<file path="config.mk">
export PLATFORM = sky130hd
export DESIGN_NAME = prefix_pipe_scheduler
export DESIGN_NICKNAME = d
export VERILOG_FILES = /design/src/rtl/prefix_sched_pkg.sv /design/src/rtl/sched_res_fifo.sv /design/src/rtl/prefix_pipe_scheduler.sv
export SDC_FILE = /design/constraint.sdc
export NUM_CORES = 1
export LEC_CHECK = 0
export BUFFER_PORTS_ARGS = -buffer_cell sky130_fd_sc_hd__buf_4
export CORE_AREA = 2 2 304 306
export CTS_CLUSTER_SIZE = 30
export DETAILED_ROUTE_END_ITERATION = 10
export DIE_AREA = 0 0 306 308
export GPL_ROUTABILITY_DRIVEN = 0
export PLACE_DENSITY = 0.71
export SLEW_MARGIN = 20
export SYNTH_ARGS = -nofsm -noshare
export SYNTH_HDL_FRONTEND = slang
export SYNTH_HIERARCHICAL = 1
export SYNTH_SLANG_ARGS = --single-unit
</file>
<file path="constraint.sdc">
create_clock -name clk -period 16 [get_ports clk]
set_input_delay 4.8 -clock clk [delete_from_list [all_inputs] [get_ports clk]]
set_output_delay 4.8 -clock clk [all_outputs]
set_load 0.02 [all_outputs]
</file>
<file path="src/rtl/prefix_sched_pkg.sv">
// Shared types and constants for the prefix-pipe scheduler: datapath latency,
// requester tag width and the valid/tag slot carried beside the datapath.
package prefix_sched_pkg;

    localparam int PIPE_LATENCY = 5;
    localparam int MAX_REQ      = 16;

    function automatic int tag_w(input int n);
        return (n > 1) ? $clog2(n) : 1;
    endfunction

    localparam int TAG_W = tag_w(MAX_REQ);

    typedef logic [TAG_W-1:0] tag_t;

    typedef struct packed {
        logic vld;
        tag_t tag;
    } slot_t;

endpackage

</file>
<file path="src/rtl/sched_res_fifo.sv">
// Per-requester result FIFO: registered storage, no same-cycle bypass,
// pointers wrap modulo DEPTH so any depth >= 1 works.
module sched_res_fifo
    import prefix_sched_pkg::*;
#(
    parameter int DATA_W = 128,
    parameter int DEPTH  = 4
) (
    input  logic              clk,
    input  logic              reset,
    input  logic              push,
    input  logic [DATA_W-1:0] push_data,
    input  logic              pop,
    output logic              not_empty,
    output logic [DATA_W-1:0] head
);

    localparam int PTR_W = tag_w(DEPTH);
    localparam int CNT_W = $clog2(DEPTH + 1);

    logic [DATA_W-1:0] mem [DEPTH];
    logic [PTR_W-1:0]  wr_ptr;
    logic [PTR_W-1:0]  rd_ptr;
    logic [CNT_W-1:0]  count;
    logic              full;
    logic              do_push;
    logic              do_pop;

    function automatic logic [PTR_W-1:0] next_ptr(input logic [PTR_W-1:0] p);
        return (p == PTR_W'(DEPTH - 1)) ? '0 : p + PTR_W'(1);
    endfunction

    assign full      = (count == CNT_W'(DEPTH));
    assign not_empty = (count != '0);
    assign do_pop    = pop & not_empty;
    assign do_push   = push & (~full | do_pop);
    assign head      = mem[rd_ptr];

    // NOTE: storage has no reset; count and pointers decide which entries are live.
    always_ff @(posedge clk) begin
        if (do_push) begin
            mem[wr_ptr] <= push_data;
        end
    end

    always_ff @(posedge clk) begin
        if (!reset) begin
            wr_ptr <= '0;
            rd_ptr <= '0;
            count  <= '0;
        end else begin
            if (do_push) wr_ptr <= next_ptr(wr_ptr);
            if (do_pop)  rd_ptr <= next_ptr(rd_ptr);
            case ({do_push, do_pop})
                2'b10:   count <= count + CNT_W'(1);
                2'b01:   count <= count - CNT_W'(1);
                default: count <= count;
            endcase
        end
    end

endmodule

</file>
<file path="src/rtl/prefix_pipe_scheduler.sv">
// Shares one pipelined kgp datapath between N_REQ requesters: round-robin issue,
// credit-gated so each requester's result FIFO can never overflow. N_REQ <= MAX_REQ.
module prefix_pipe_scheduler
    import prefix_sched_pkg::*;
#(
    parameter int N_REQ     = 2,
    parameter int DATA_W    = 128,
    parameter int LATENCY   = PIPE_LATENCY,
    parameter int RES_DEPTH = 4
) (
    input  logic                    clk,
    input  logic                    reset,
    input  logic [N_REQ-1:0]        req_valid,
    input  logic [N_REQ*DATA_W-1:0] req_data,
    output logic [N_REQ-1:0]        req_ready,
    output logic                    pipe_in_valid,
    output logic [DATA_W-1:0]       pipe_in_data,
    input  logic [DATA_W-1:0]       pipe_out_data,
    output logic [N_REQ-1:0]        rsp_valid,
    output logic [N_REQ*DATA_W-1:0] rsp_data,
    input  logic [N_REQ-1:0]        rsp_ready,
    output logic                    busy
);

    localparam int CNT_W = $clog2(RES_DEPTH + 1);

    logic [CNT_W-1:0]  credit [N_REQ];
    tag_t              rr_ptr;
    tag_t              pipe_in_tag;
    slot_t             shift [LATENCY];
    slot_t             tail;

    logic [N_REQ-1:0]  eligible;
    logic [N_REQ-1:0]  grant;
    logic              grant_any;
    tag_t              grant_idx;
    logic [DATA_W-1:0] grant_data;
    logic [N_REQ-1:0]  rsp_pop;
    logic [N_REQ-1:0]  fifo_push;

    // Nothing is granted while reset is held, so no op slips in during reset.
    always_comb begin
        for (int i = 0; i < N_REQ; i++) begin
            eligible[i] = reset & req_valid[i] & (credit[i] != '0);
        end
    end

    // Two passes: indices at/above rr_ptr first, then wrap to the lowest eligible.
    always_comb begin
        // NOTE: every output gets a default before the loops so no latch is inferred.
        grant      = '0;
        grant_any  = 1'b0;
        grant_idx  = '0;
        grant_data = '0;
        for (int i = 0; i < N_REQ; i++) begin
            if (!grant_any && eligible[i] && (tag_t'(i) >= rr_ptr)) begin
                grant_any = 1'b1;
                grant_idx = tag_t'(i);
                grant[i]  = 1'b1;
            end
        end
        for (int i = 0; i < N_REQ; i++) begin
            if (!grant_any && eligible[i]) begin
                grant_any = 1'b1;
                grant_idx = tag_t'(i);
                grant[i]  = 1'b1;
            end
        end
        for (int i = 0; i < N_REQ; i++) begin
            if (grant[i]) grant_data = req_data[i*DATA_W +: DATA_W];
        end
    end

    assign req_ready = grant;
    assign rsp_pop   = rsp_valid & rsp_ready;
    assign tail      = shift[LATENCY-1];

    always_ff @(posedge clk) begin
        if (!reset) begin
            rr_ptr        <= '0;
            pipe_in_valid <= 1'b0;
            pipe_in_data  <= '0;
            pipe_in_tag   <= '0;
            for (int i = 0; i < N_REQ; i++) credit[i] <= CNT_W'(RES_DEPTH);
            for (int k = 0; k < LATENCY; k++) shift[k] <= '0;
        end else begin
            // NOTE: non-blocking throughout so every register samples pre-edge values.
            pipe_in_valid <= grant_any;
            if (grant_any) begin
                pipe_in_data <= grant_data;
                pipe_in_tag  <= grant_idx;
                rr_ptr       <= (grant_idx == tag_t'(N_REQ - 1)) ? '0 : grant_idx + tag_t'(1);
            end
            shift[0] <= '{vld: pipe_in_valid, tag: pipe_in_tag};
            for (int k = 1; k < LATENCY; k++) shift[k] <= shift[k-1];
            for (int i = 0; i < N_REQ; i++) begin
                case ({grant[i], rsp_pop[i]})
                    2'b10:   credit[i] <= credit[i] - CNT_W'(1);
                    2'b01:   credit[i] <= credit[i] + CNT_W'(1);
                    default: credit[i] <= credit[i];
                endcase
            end
        end
    end

    for (genvar i = 0; i < N_REQ; i++) begin : g_fifo
        assign fifo_push[i] = tail.vld && (tail.tag == tag_t'(i));

        sched_res_fifo #(
            .DATA_W (DATA_W),
            .DEPTH  (RES_DEPTH)
        ) u_fifo (
            .clk       (clk),
            .reset     (reset),
            .push      (fifo_push[i]),
            .push_data (pipe_out_data),
            .pop       (rsp_ready[i]),
            .not_empty (rsp_valid[i]),
            .head      (rsp_data[i*DATA_W +: DATA_W])
        );
    end

    always_comb begin
        busy = pipe_in_valid | (|rsp_valid);
        for (int k = 0; k < LATENCY; k++) busy = busy | shift[k].vld;
    end

endmodule
</file>
; Word-level counts from Yosys, hierarchy flattened
; Memories as Yosys holds them, arrays and structs flattened. A register that Yosys moved wholly into a read port is not among the register bits.
; Index checks and enable logic that the tools add are counted.
[totals]
register_bits = 151
ramBits = 1055
output_inout_bits = 390
n_memories = 4
[memory_table]
columns = name, depth, width, rd, rd_clocked_by_memory_dff, wr, line
row1 = g_fifo[0].u_fifo.mem, 4, 128, 1, 1, 1, sched_res_fifo.sv:21  ; logic [DATA_W-1:0] mem [DEPTH];
row2 = g_fifo[1].u_fifo.mem, 4, 128, 1, 1, 1, sched_res_fifo.sv:21
row3 = shift, 5, 5, 5, 0, 5, prefix_pipe_scheduler.sv:30  ; slot_t shift [LATENCY];
row4 = credit, 2, 3, 2, 0, 2, prefix_pipe_scheduler.sv:27  ; logic [CNT_W-1:0] credit [N_REQ];
[classes]
add_sub_neg = 13
magnitude_cmp = 2
n_eq_ne = 16
muxes = 58
bitwise = 30
n_reduce_logical = 20
[ops]
columns = cell, n
row1 = $mux W128, 2
row2 = $mux W1, 32
row3 = $mux W5, 5
row4 = $or A1 B1 Y1, 19
row5 = $mux W3, 6
row6 = $eq A2 B2 Y1 const B, 8
row7 = $mux W2, 8
row8 = $add A3 B1 Y3 const B, 4
row9 = $mux W4, 3
row10 = $pmux W3 S2, 2
row11 = $reduce_bool A3 Y1, 4
row12 = $sub A3 B1 Y3 const B, 4
row13 = $add A2 B1 Y2 const B, 4
row14 = $and A1 B1 Y1, 8
row15 = $eq A2 B1 Y1 const B, 4
row16 = $eq A4 B1 Y1 const B, 2
row17 = $ge A1 B4 Y1 const A, 2
row18 = $logic_and A1 B1 Y1, 7
row19 = $eq A3 B3 Y1 const B, 2
row20 = $reduce_or A2 Y1, 3
row21 = $add A4 B1 Y4 const B, 1
row22 = $logic_not A4 Y1, 1
row23 = $reduce_bool A2 Y1, 2
row24 = $logic_not A1 Y1, 3
row25 = 2 further kinds, 3

; Logic depth before layout (Yosys ltp)
; An unclocked memory read counts as a cell.
[depth]
depth_word = 22
mapped_depth = 14

; By module
; Netlist, hierarchy kept.
[modules_own_cells]
columns = module, n_inst, cells_per_inst, area_each_um2, seq_area_each_um2
row1 = sched_res_fifo (g_fifo[1].u_fifo), 1, 726, 18914.4, 15554.9
row2 = sched_res_fifo (g_fifo[0].u_fifo), 1, 726, 18906.9, 15554.9
row3 = prefix_pipe_scheduler, 1, 543, 6308.6, 3002.9

; Least setup slack after synthesis
; OpenSTA, ideal clock, no wires.
[synth_timing]
path_kind = input to output
start = in reset
end = out req_ready[0]
arrival_ns = 5.862
t_required_ns = 11.200
setup_slack_ns = 5.338
cell_stages = 4
n_path_buf = 2
cell_sequence = buf_2 buf_2 inv_1 nor3_1
[synth_via]
elab_chain_len = 11
[synth_rtl]
columns = item, line
row1 = from (decl), prefix_pipe_scheduler.sv:12  ; input logic reset,
row2 = $and A1 B1 Y1 (2 in a row), prefix_pipe_scheduler.sv:44  ; eligible[i] = reset & req_valid[i] & (credit[i] != '0);
row3 = $logic_and A1 B1 Y1, prefix_pipe_scheduler.sv:56  ; if (!grant_any && eligible[i] && (tag_t'(i) >= rr_ptr)) begin
row4 = $mux W1, prefix_pipe_scheduler.sv:56
row5 = $logic_not A1 Y1, prefix_pipe_scheduler.sv:56
row6 = $logic_and A1 B1 Y1 (2 in a row), prefix_pipe_scheduler.sv:56
row7 = $mux W1, prefix_pipe_scheduler.sv:56
row8 = $logic_not A1 Y1, prefix_pipe_scheduler.sv:63  ; if (!grant_any && eligible[i]) begin
row9 = $logic_and A1 B1 Y1, prefix_pipe_scheduler.sv:63
row10 = $mux W1 (*), prefix_pipe_scheduler.sv:63
row11 = to (decl), prefix_pipe_scheduler.sv:15  ; output logic [N_REQ-1:0] req_ready,
; Every way passes the cells marked *; elsewhere a longest branch is shown, timed or not.

; Final worst setup path
; Same ends and word-level chain as after synthesis.

==> key figures <==
Pwr
  – PD cells: 116.2 nW/um2
  – Leak Pwr: 0.01873 uW
  – Max VDD drop: 0.1056 mV

Synthesis
  – Netlist cell types: 40
  – Post-Synthesis Cells: 1995
  – Sequential area share after synthesis: 77.30%
  – Mean Syn Cell Area: 22.12 um2
  – Post-Syn Area: 44130 um2
  – Post-synthesis net count: 2405
  – Synthesized flop and latch total: 1189
  – Top post-synthesis cells by area: edfxtp_1 70%, mux4_2 13%, dfxtp_1 7.2%
  – Post-synth top area share: 70.09%
  – Syn. warnings: 6
  – Largest area contributor in the netlist: edfxtp_1

Clocking
  – CTS Root Cell: clkbuf_16
  – Clk slew on worst S/H paths: 0.06 ns
  – Hold-fix buffers, CTS: 0
  – Post-CTS Resized: 0
  – Deepest clock path buffer count: 3
  – CTS Buf Count: 116
  – Clock sink count: 1189
  – CTS H-tree lvls: 3
  – Post-CTS setup repair buffer count: 0
  – Clock insertion delay at the later pin of the skew report: 0.71 ns
  – CTS tree: yes

Global routing
  – Number of global-route vias before repair: 24670
  – GRT Total Usage: 25.70%
  – Pin count of the biggest net entering global routing: 89
  – Initial antenna violation count: 36
  – Grt ovf: 0
  – First-pass GRT wire length: 174300 um

Die
  – Total die area: 94250 um2
  – Rows: 111
  – Die Y: 308 um
  – I/O Pins: 780
  – Core area: 90970 um2
  – Initial core utilization: 48.51%
  – Width of the die: 306 um

STA
  – Final Hold Vio Count: 0
  – Final setup viols: 0
  – RSZ-0062 raised after global routing: no
  – Fmax: 89.78 MHz
  – Final setup skew: 0.03256 ns
  – Slew @ Worst Pin: 1.065 ns
  – Slew Viols, Final: 0
  – Final TNS setup: 0 ns
  – Fin crit period: 11.14 ns
  – Final Cycle Share: 69.61%
  – Max_slew headroom: 29.00%

Setup path
  – Cells on worst reg2reg path: 5
  – CP Class: in2out
  – CP required: 11.20 ns
  – R2R setup slack: 12.11 ns
  – Crit start category: input port
  – Crit. Startpoint: reset
  – Critical Path Sink Type: output pin
  – CP arrival: 6.34 ns
  – Worst r2r src: shift[0][24]
  – Worst reg2reg endpoint: g_fifo[0].u_fifo/mem[2][82]
  – CP max FO: 81

Placed design
  – Inst Count DP: 3863
  – Dpl hpwl: 81420 um
  – Port buffer count: 779

Final layout
  – Fillers: 6447
  – # nets final: 3205
  – Most frequent cells in the layout: 1030 x edfxtp_1, 813 x buf_4, 256 x mux4_2, 155 x dfxtp_1, 128 x o31a_1
  – Share of cells above drive strength 1: 47.20%
  – Final cell count without fillers: 4100
  – Commonest non-fill, non-tap cell in the layout: edfxtp_1
  – Syn-to-layout area delta: 24.20%

Route
  – WL/cell: 29.96 um
  – DR pass1 iterations: 5
  – Final WL: 122800 um
  – 1st-iter DRT viols: 2179
  – Routed Antenna Nets: 0
  – Vias post-DR: 23980
  – Residual DRC: 0
  – Vias per std cell: 5.849

Outcome
  – Outcome: complete, no violations

Job
  – Max_cap viols: 0

Hold path
  – Cells on Worst Hold Path: 1
  – Worst hold path type: reg2reg
  – Hold Startpoint: shift[0][5]
  – Hold Crit Endpoint: shift[0][10]
==> area by class of cell <==
| class | count | area (um2) | share of cell area, % |
|---|---|---|---|
| Inverter | 22 | 82.58 | 0.1507 |
| Clock inverter | 68 | 544.3 | 0.9930 |
| Antenna cell | 22 | 55.05 | 0.1004 |
| Sequential cell | 1189 | 34130 | 62.26 |
| Multi-Input combinational cell | 653 | 9395 | 17.14 |
| Timing Repair Buffer | 813 | 6103 | 11.14 |
| Tap cell | 1186 | 1484 | 2.707 |
| Clock buffer | 147 | 3019 | 5.508 |
==> per-stage QoR <==
| stage | hold slack [ns] | utilization (%) | total power, uW | setup slack, ns | instance area, um2 |
|---|---|---|---|---|---|
| CTS | 0.4345 | 60.19 | 6416 | 4.901 | 54760 |
| finish | 0.4349 | 60.25 | 6370 | 4.862 | 54810 |
| global placement | 0.4157 | 56.28 | 3868 | 4.968 | 51190 |
| detailed placement | 0.4195 | 56.28 | 3878 | 4.912 | 51190 |
| floorplan | 0.4119 | - | 3654 | 5.338 | 44130 |
| global route | 0.4533 | 60.24 | 6562 | 4.768 | 54800 |
==> registers in the layout, indices dropped and copies added, names as in the netlist, named ones only <==
signal / count
pipe_in_tag: 1
shift: 10
g_fifo.u_fifo/wr_ptr: 4
g_fifo.u_fifo/count: 6
pipe_in_data: 128
pipe_in_valid: 1
rr_ptr: 1
g_fifo.u_fifo/mem: 1024
g_fifo.u_fifo/rd_ptr: 4
credit: 6
==> critical path, stage by stage <==
cell and delay (ns):
buf_4 0.62, inv_1 0.28, nor3_1 0.40, buf_4 0.22
==> synth_stat cells (all sizes together) <==
| master | number |
|---|---|
| edfxtp | 1030 |
| mux4 | 256 |
| dfxtp | 159 |
| o221a | 128 |
| o31a | 128 |
| clkbuf | 69 |
| buf | 62 |
| and2 | 23 |
| inv | 22 |
| ha | 17 |
| nor2 | 16 |
| nand2 | 14 |
| nor2b | 10 |
| mux2i | 8 |
| nor3 | 6 |
| o21ai | 6 |
| xor2 | 6 |
| a21oi | 5 |
| a211oi | 3 |
| a31oi | 3 |
| fa | 3 |
| o31ai | 3 |
| a2111oi | 2 |
| nand3 | 2 |
| nor4 | 2 |
| o21a | 2 |
| o41a | 2 |
| or2 | 2 |
| a21o | 1 |
| and3b | 1 |
| o211ai | 1 |
| o22ai | 1 |
| or3 | 1 |
| xnor2 | 1 |
==> where the power goes <==
| group | switching (uW) | internal [uW] | leakage [uW] |
|---|---|---|---|
| combinational | 203 | 173 | 0.00645 |
| sequential | 36.6 | 3410 | 0.0106 |
| clock | 1150 | 1410 | 0.00169 |
| total | 1380 | 4980 | 0.0187 |
==> per-layer routing <==
layer	track usage [%]	up-vias	wire length, um
li1	-	10150	-
met5	0	-	133
met4	13.45	20	6290
met2	43.80	1095	62910
met1	29.36	12460	42620
met3	7.765	252	10880
==> cells by family after synthesis <==
family	Yosys count	synth area share [%]
XOR/XNOR	7	0.1389
flip-flops	1189	77.30
AO/OA/AOI/OAI	285	6.303
buffers and inverters	153	1.489
AND/OR/NAND/NOR	77	0.9045
multiplexers	264	13.25
adder cells (fa/ha/maj)	20	0.6181
==> worst max-delay path by stage <==
stage	to	slack, ns	cells after the start
2_1_floorplan	req_ready[0]	5.34	4
3_3_place_gp	req_ready[0]	4.97	4
3_5_place_dp	req_ready[0]	4.91	4
4_1_cts	req_ready[0]	4.90	4
5_1_grt	req_ready[0]	4.77	4
6_report	req_ready[0]	4.86	4
Power figures use the tool's default switching activity.
